--- config.mk ---
export PLATFORM = sky130hd
export DESIGN_NAME = clock_disp_scan_flat
export DESIGN_NICKNAME = d
export VERILOG_FILES = /design/src/rtl/clock_disp_scan_if.sv /design/src/rtl/clock_disp_scan.sv /design/src/flat_wrapper.sv
export SDC_FILE = /design/constraint.sdc
export NUM_CORES = 1
export LEC_CHECK = 0
export BUFFER_PORTS_ARGS = -buffer_cell sky130_fd_sc_hd__buf_2
export CORE_UTILIZATION = 41
export DETAILED_ROUTE_END_ITERATION = 8
export GPL_TIMING_DRIVEN = 0
export PLACE_DENSITY = 0.67
export SYNTH_ARGS = -nofsm -noshare
export SYNTH_HDL_FRONTEND = slang
export SYNTH_SLANG_ARGS = --single-unit
--- constraint.sdc ---
create_clock -name clk -period 2.89 [get_ports clk]
set_input_delay 0.289 -clock clk [delete_from_list [all_inputs] [get_ports clk]]
set_output_delay 0.289 -clock clk [all_outputs]
set_load 0.02 [all_outputs]
--- src/rtl/clock_disp_scan_if.sv ---
// Time-value and display bus between the clock stages and the 7-segment scanner.
// The master drives the BCD time and the blink select; the slave drives the display pins.
interface clock_disp_scan_if;
    logic [3:0] h1;
    logic [3:0] h0;
    logic [3:0] m1;
    logic [3:0] m0;
    logic [3:0] s1;
    logic [3:0] s0;
    logic [3:0] am_pm;
    logic [1:0] blink_sel;
    logic [7:0] an;
    logic [6:0] segs_n;
    logic       dp_n;

    modport master (
        output h1, h0, m1, m0, s1, s0, am_pm, blink_sel,
        input  an, segs_n, dp_n
    );

    modport slave (
        input  h1, h0, m1, m0, s1, s0, am_pm, blink_sel,
        output an, segs_n, dp_n
    );
endinterface

--- src/rtl/clock_disp_scan.sv ---
// 8-digit common-anode scanner for the lab clock: frame-consistent capture,
// blinking colon, hour leading-zero blanking and set-mode field blink.
module clock_disp_scan #(
    parameter int CLK_HZ   = 100_000_000,
    parameter int DIGIT_HZ = 1000,
    parameter int BLINK_HZ = 1
) (
    input  logic               clk,
    input  logic               rst,
    clock_disp_scan_if.slave   bus
);
    localparam int DIV  = CLK_HZ / DIGIT_HZ;
    localparam int HALF = CLK_HZ / (2 * BLINK_HZ);
    localparam int PW   = (DIV > 1)  ? $clog2(DIV)  : 1;
    localparam int BW   = (HALF > 1) ? $clog2(HALF) : 1;
    localparam logic [PW-1:0] PRE_LAST   = PW'(DIV - 1);
    localparam logic [BW-1:0] BLINK_LAST = BW'(HALF - 1);

    function automatic logic [6:0] seg_decode(input logic [3:0] v);
        logic [6:0] s;
        case (v)
            4'd0:    s = 7'b1000000;
            4'd1:    s = 7'b1111001;
            4'd2:    s = 7'b0100100;
            4'd3:    s = 7'b0110000;
            4'd4:    s = 7'b0011001;
            4'd5:    s = 7'b0010010;
            4'd6:    s = 7'b0000010;
            4'd7:    s = 7'b1111000;
            4'd8:    s = 7'b0000000;
            4'd9:    s = 7'b0010000;
            4'd10:   s = 7'b0001000;
            4'd11:   s = 7'b0001100;
            default: s = 7'b1111111;
        endcase
        return s;
    endfunction

    logic [PW-1:0] pre_cnt;
    logic [BW-1:0] blink_cnt;
    logic          tick;
    logic          blink_last;
    logic [2:0]    idx_p0;
    logic          started_p0;
    logic          blink_on_p0;
    logic [3:0]    sh_h1, sh_h0, sh_m1, sh_m0, sh_s1, sh_s0, sh_am_pm;

    logic [3:0]    digit_p0;
    logic          field_blank_p0;
    logic          colon_p0;

    logic [7:0]    an_p1;
    logic [6:0]    segs_n_p1;
    logic          dp_n_p1;

    assign tick       = (pre_cnt == PRE_LAST);
    assign blink_last = (blink_cnt == BLINK_LAST);

    // Stage p0: prescaler, digit index, blink phase and frame shadow registers
    always_ff @(posedge clk) begin
        if (rst) begin
            pre_cnt     <= '0;
            idx_p0      <= 3'd7;
            started_p0  <= 1'b0;
            blink_cnt   <= '0;
            blink_on_p0 <= 1'b1;
            sh_h1       <= 4'd0;
            sh_h0       <= 4'd0;
            sh_m1       <= 4'd0;
            sh_m0       <= 4'd0;
            sh_s1       <= 4'd0;
            sh_s0       <= 4'd0;
            sh_am_pm    <= 4'd10;
        end else begin
            pre_cnt <= tick ? '0 : pre_cnt + PW'(1);
            if (tick) begin
                idx_p0     <= idx_p0 + 3'd1;
                started_p0 <= 1'b1;
                // Frame start: latch every value at once so a frame never mixes old and new time
                if (idx_p0 == 3'd7) begin
                    sh_h1    <= bus.h1;
                    sh_h0    <= bus.h0;
                    sh_m1    <= bus.m1;
                    sh_m0    <= bus.m0;
                    sh_s1    <= bus.s1;
                    sh_s0    <= bus.s0;
                    sh_am_pm <= bus.am_pm;
                end
            end
            if (blink_last) begin
                blink_cnt   <= '0;
                blink_on_p0 <= ~blink_on_p0;
            end else begin
                blink_cnt   <= blink_cnt + BW'(1);
            end
        end
    end

    always_comb begin
        digit_p0       = 4'hF;
        field_blank_p0 = 1'b0;
        case (idx_p0)
            3'd7:    digit_p0 = (sh_h1 == 4'd0) ? 4'hF : sh_h1;
            3'd6:    digit_p0 = sh_h0;
            3'd5:    digit_p0 = sh_m1;
            3'd4:    digit_p0 = sh_m0;
            3'd3:    digit_p0 = sh_s1;
            3'd2:    digit_p0 = sh_s0;
            3'd1:    digit_p0 = 4'hF;
            default: digit_p0 = sh_am_pm;
        endcase
        // blink_sel is deliberately live so the set-mode UI responds within a digit
        if (!blink_on_p0) begin
            case (bus.blink_sel)
                2'd1:    field_blank_p0 = (idx_p0 == 3'd7) || (idx_p0 == 3'd6);
                2'd2:    field_blank_p0 = (idx_p0 == 3'd5) || (idx_p0 == 3'd4);
                2'd3:    field_blank_p0 = (idx_p0 == 3'd3) || (idx_p0 == 3'd2);
                default: field_blank_p0 = 1'b0;
            endcase
        end
        colon_p0 = blink_on_p0 && ((idx_p0 == 3'd6) || (idx_p0 == 3'd4));
    end

    // Stage p1: registered display pins, one cycle behind the index
    always_ff @(posedge clk) begin
        if (rst || !started_p0) begin
            an_p1     <= 8'hFF;
            segs_n_p1 <= 7'h7F;
            dp_n_p1   <= 1'b1;
        end else begin
            an_p1     <= ~(8'd1 << idx_p0);
            segs_n_p1 <= field_blank_p0 ? 7'h7F : seg_decode(digit_p0);
            dp_n_p1   <= ~colon_p0;
        end
    end

    assign bus.an     = an_p1;
    assign bus.segs_n = segs_n_p1;
    assign bus.dp_n   = dp_n_p1;
endmodule

--- src/flat_wrapper.sv ---
// flat-port wrapper written by rule: the top's interface ports become plain ports
module clock_disp_scan_flat 
#(
    parameter int CLK_HZ   = 100_000_000,
    parameter int DIGIT_HZ = 1000,
    parameter int BLINK_HZ = 1
)
  (clk, rst, bus_h1, bus_h0, bus_m1, bus_m0, bus_s1, bus_s0, bus_am_pm, bus_blink_sel, bus_an, bus_segs_n, bus_dp_n);
  clock_disp_scan_if bus_i ();
  input  logic clk;
  input  logic rst;
  input wire logic [$bits(bus_i.h1)-1:0] bus_h1;
  input wire logic [$bits(bus_i.h0)-1:0] bus_h0;
  input wire logic [$bits(bus_i.m1)-1:0] bus_m1;
  input wire logic [$bits(bus_i.m0)-1:0] bus_m0;
  input wire logic [$bits(bus_i.s1)-1:0] bus_s1;
  input wire logic [$bits(bus_i.s0)-1:0] bus_s0;
  input wire logic [$bits(bus_i.am_pm)-1:0] bus_am_pm;
  input wire logic [$bits(bus_i.blink_sel)-1:0] bus_blink_sel;
  output wire logic [$bits(bus_i.an)-1:0] bus_an;
  output wire logic [$bits(bus_i.segs_n)-1:0] bus_segs_n;
  output wire logic [$bits(bus_i.dp_n)-1:0] bus_dp_n;
  assign bus_i.h1 = bus_h1;
  assign bus_i.h0 = bus_h0;
  assign bus_i.m1 = bus_m1;
  assign bus_i.m0 = bus_m0;
  assign bus_i.s1 = bus_s1;
  assign bus_i.s0 = bus_s0;
  assign bus_i.am_pm = bus_am_pm;
  assign bus_i.blink_sel = bus_blink_sel;
  assign bus_an = bus_i.an;
  assign bus_segs_n = bus_i.segs_n;
  assign bus_dp_n = bus_i.dp_n;
  clock_disp_scan #(.CLK_HZ(CLK_HZ), .DIGIT_HZ(DIGIT_HZ), .BLINK_HZ(BLINK_HZ)) u_core (.clk(clk), .rst(rst), .bus(bus_i));
endmodule
==> metrics.yaml <==
outcome:
  status: "completed"
die:
  rows: 35
  dieArea_um2: 10200
  fp.dieW_um: 101
  die_h_um: 101
  initial_core_util_pct: 42.8
  num_io_pins: 48
  fp.coreArea_um2: 9370
critical_path:
  reg2reg_depth: 8
  crit_family: "simple AND/OR/NAND/NOR gates"
  start_kind: "flop"
  r2r-end: "u_core.bus.segs_n[2]$_SDFF_PP1_"
  cp_slowest_cell: "or4_1"
  max_stage_delay_ns: 0.51
  crit_buf_inv: 2
  end_kind: "flop"
  path_cells: "clkbuf_4 -> inv_1 -> ha_1 -> or3_4 -> or2_1 -> o32a_1 -> or4_1 -> nand3_1"
  crit_type: "flop to flop"
  critical_path.startpoint: "u_core.idx_p0[2]$_SDFFE_PP1P_"
  timing.rr.start: "u_core.idx_p0[2]$_SDFFE_PP1P_"
  critical_path_depth: 8
  r2r_slack_ns: 0.24
  cp.required_ns: 3.18
  path_max_fanout: 10
  cp.arrival_ns: 2.94
yosys:
  syn-num-nets: 513
  yosysMostFrequentCell: "dfxtp_1"
  synth_common_cells: "92 x dfxtp_1, 81 x nand2_1, 53 x nor2_1"
  syn_area_um2: 4010
  synthFlopType: "dfxtp_1"
  yosys.area.top_type: "dfxtp_1"
  netlist.area_leader.share_pct: 45.9
  syn_avg_cell_area_um2: 8.53
  synth-seq-area-share_pct: 45.9
  ys_top_cells_by_area: "dfxtp_1 46%, nand2_1 7.6%, xnor2_1 6.3%"
  yosysWarningCount: 0
  synthDistinctLibCells: 51
  ys_ff_latch: 92
  syn-instance-count: 470
  synth-edff-count: 0
  async_reset_ff_share_pct: 0
place:
  numPortBuffers: 47
  detailed_place_hpwl_um: 6010
  gp_congestion: 0.800
clock_tree:
  ctsHoldBuffers: 0
  cts_buffers: 9
  worst_skew_pair.late_latency_ns: 0.36
  cts_htree_levels: 3
  clock_tree.root_cell: "clkbuf_8"
  clockBufferDepth: 2
  cts.sinks: 92
  path_clk_slew_ns: 0.09
  cts_tree: "built"
worst_hold_path:
  min_to: "u_core.sh_am_pm[1]$_SDFFE_PP1P_"
  min-delay-start: "bus_am_pm[1]"
  hold_path_class: "input port to flop"
  hold_depth: 3
global_routing:
  grt_util_all_layers_pct: 17.3
  overflow: 0
  antenna_found_initial: 0
  grt_max_degree: 15
  grt_pass1_vias: 2926
  grt_pass1_wl_um: 13700
final_layout:
  fillers: 917
  diodes: 0
  area_delta_synth_final_pct: 16.0
  fin_nets: 571
  drive_above_1_share_pct: 15.6
sta:
  fin_skew_ns: 0.0130
  fin_crit_sh_pct: 91.8
  fmax_mhz: 377
  finalSetupViolCount: 0
  slew_headroom_pct: 61.3
  grt_setup_unrepaired: "no"
  hold_viol: 0
  tns_ns: 0
  worst_pin_slew_ns: 0.576
  min_period_ns: 2.65
  slew_viol_final: 0
pwr:
  peakVddDrop_mv: 0.202
  p_total_uw: 2340
  p_leak_uw: 0.00169
  p_per_area_nw_per_um2: 502
route:
  wl_per_cell_um: 12.3
  vias: 3290
  drt_iter0_drc: 155
  ant_nets: 0
  drc_errors: 0
  totalWireLength_um: 8110
  dr.pass1.iters: 5
  viasPerCell: 4.97
job:
  drv_cap: 0
-- cell usage in the layout, fill, tap and decap left out, types with 6 or more instances in the layout --
| cell | synthesis | routed |
|---|---|---|
| nor4_1 | 9 | 9 |
| buf_2 | 9 | 56 |
| xor2_1 | 12 | 12 |
| nand3_1 | 20 | 20 |
| nor2_1 | 53 | 53 |
| dfxtp_1 | 92 | 91 |
| and3_1 | 6 | 6 |
| o21ai_0 | 6 | 6 |
| ha_1 | 11 | 11 |
| inv_1 | 15 | 15 |
| and4_1 | 7 | 7 |
| nor3_1 | 12 | 12 |
| clkbuf_8 | 0 | 12 |
| clkbuf_1 | 10 | 10 |
| a21oi_1 | 30 | 30 |
| nand2_1 | 81 | 81 |
| xnor2_1 | 29 | 29 |
| nand4_1 | 8 | 8 |
-- worst min-delay path: cells and delay by family --
kind | cells | cell delay [ns]
AND/OR/NAND/NOR | 2 | 0.10
buffers and inverters | 1 | 0.08
-- worst max path at each step --
stage / to / slack (ns)
floorplan: u_core.bus.segs_n[5]$_SDFF_PP1_ / 0.28
global placement: u_core.bus.segs_n[5]$_SDFF_PP1_ / -0.1
detailed placement: u_core.bus.segs_n[5]$_SDFF_PP1_ / -0.10
CTS: u_core.bus.segs_n[5]$_SDFF_PP1_ / 0.06
global route: u_core.bus.segs_n[5]$_SDFF_PP1_ / 0.09
finish: u_core.bus.segs_n[2]$_SDFF_PP1_ / 0.24
-- layer usage --
layer	vias to the layer above	wire length [um]	global-route usage (%)
met5	-	0	0
met3	9	263	3.26
met1	1516	3910	23.0
met2	48	3830	27.2
met4	0	106	7.92
li1	1717	-	-
-- layout make-up --
| class | instances | area (um2) | share of cell area [%] |
|---|---|---|---|
| inverter | 16 | 60.1 | 1.29 |
| clock inverter | 3 | 67.6 | 1.45 |
| timing repair buffer | 47 | 235 | 5.06 |
| sequential | 92 | 1840 | 39.6 |
| buffer | 20 | 97.6 | 2.10 |
| tap | 129 | 161 | 3.47 |
| multi-input combinational | 342 | 2020 | 43.4 |
| clock buffer | 13 | 169 | 3.63 |
-- logic make-up after synthesis --
group | Yosys count | synth area share, %
and+or+nand+nor | 220 | 26.1
xor gates and xnor gates | 41 | 8.95
buffers and inverters | 36 | 3.84
adders and majority gates | 11 | 3.43
AOI/OAI and AO/OA | 70 | 11.7
DFF | 92 | 45.9
-- per-stage QoR --
stage	std cells	hold slack, ns	setup WS [ns]	util (%)	area, um2
detailed placement	646	0.438	-0.100	47.0	4410
CTS	662	0.127	0.0623	49.6	4640
global placement	646	0.426	-0.0994	47.0	4410
global route	662	0.133	0.0915	49.7	4650
finish	662	0.136	0.237	49.7	4650
floorplan	470	0.410	0.276	-	4010
-- power by group --
| group | total [uW] | switching (uW) | internal, uW |
|---|---|---|---|
| Combinational | 61.8 | 33.4 | 28.4 |
| Sequential | 1280 | 8.04 | 1270 |
| Clock | 992 | 433 | 559 |
-- what timing repair did --
item                       CTS  global route
resized for setup            1             4
setup buffers                0             0
setup endpoints to repair    5             5
-- sequential cells by signal, indices dropped and copies added, names as in the netlist, 7 cells and up --
| register | flops |
|---|---|
| u_core.blink_cnt | 26 |
| u_core.bus.an | 8 |
| u_core.bus.segs_n | 7 |
| u_core.pre_cnt | 17 |
Power figures use the tool's default switching activity.
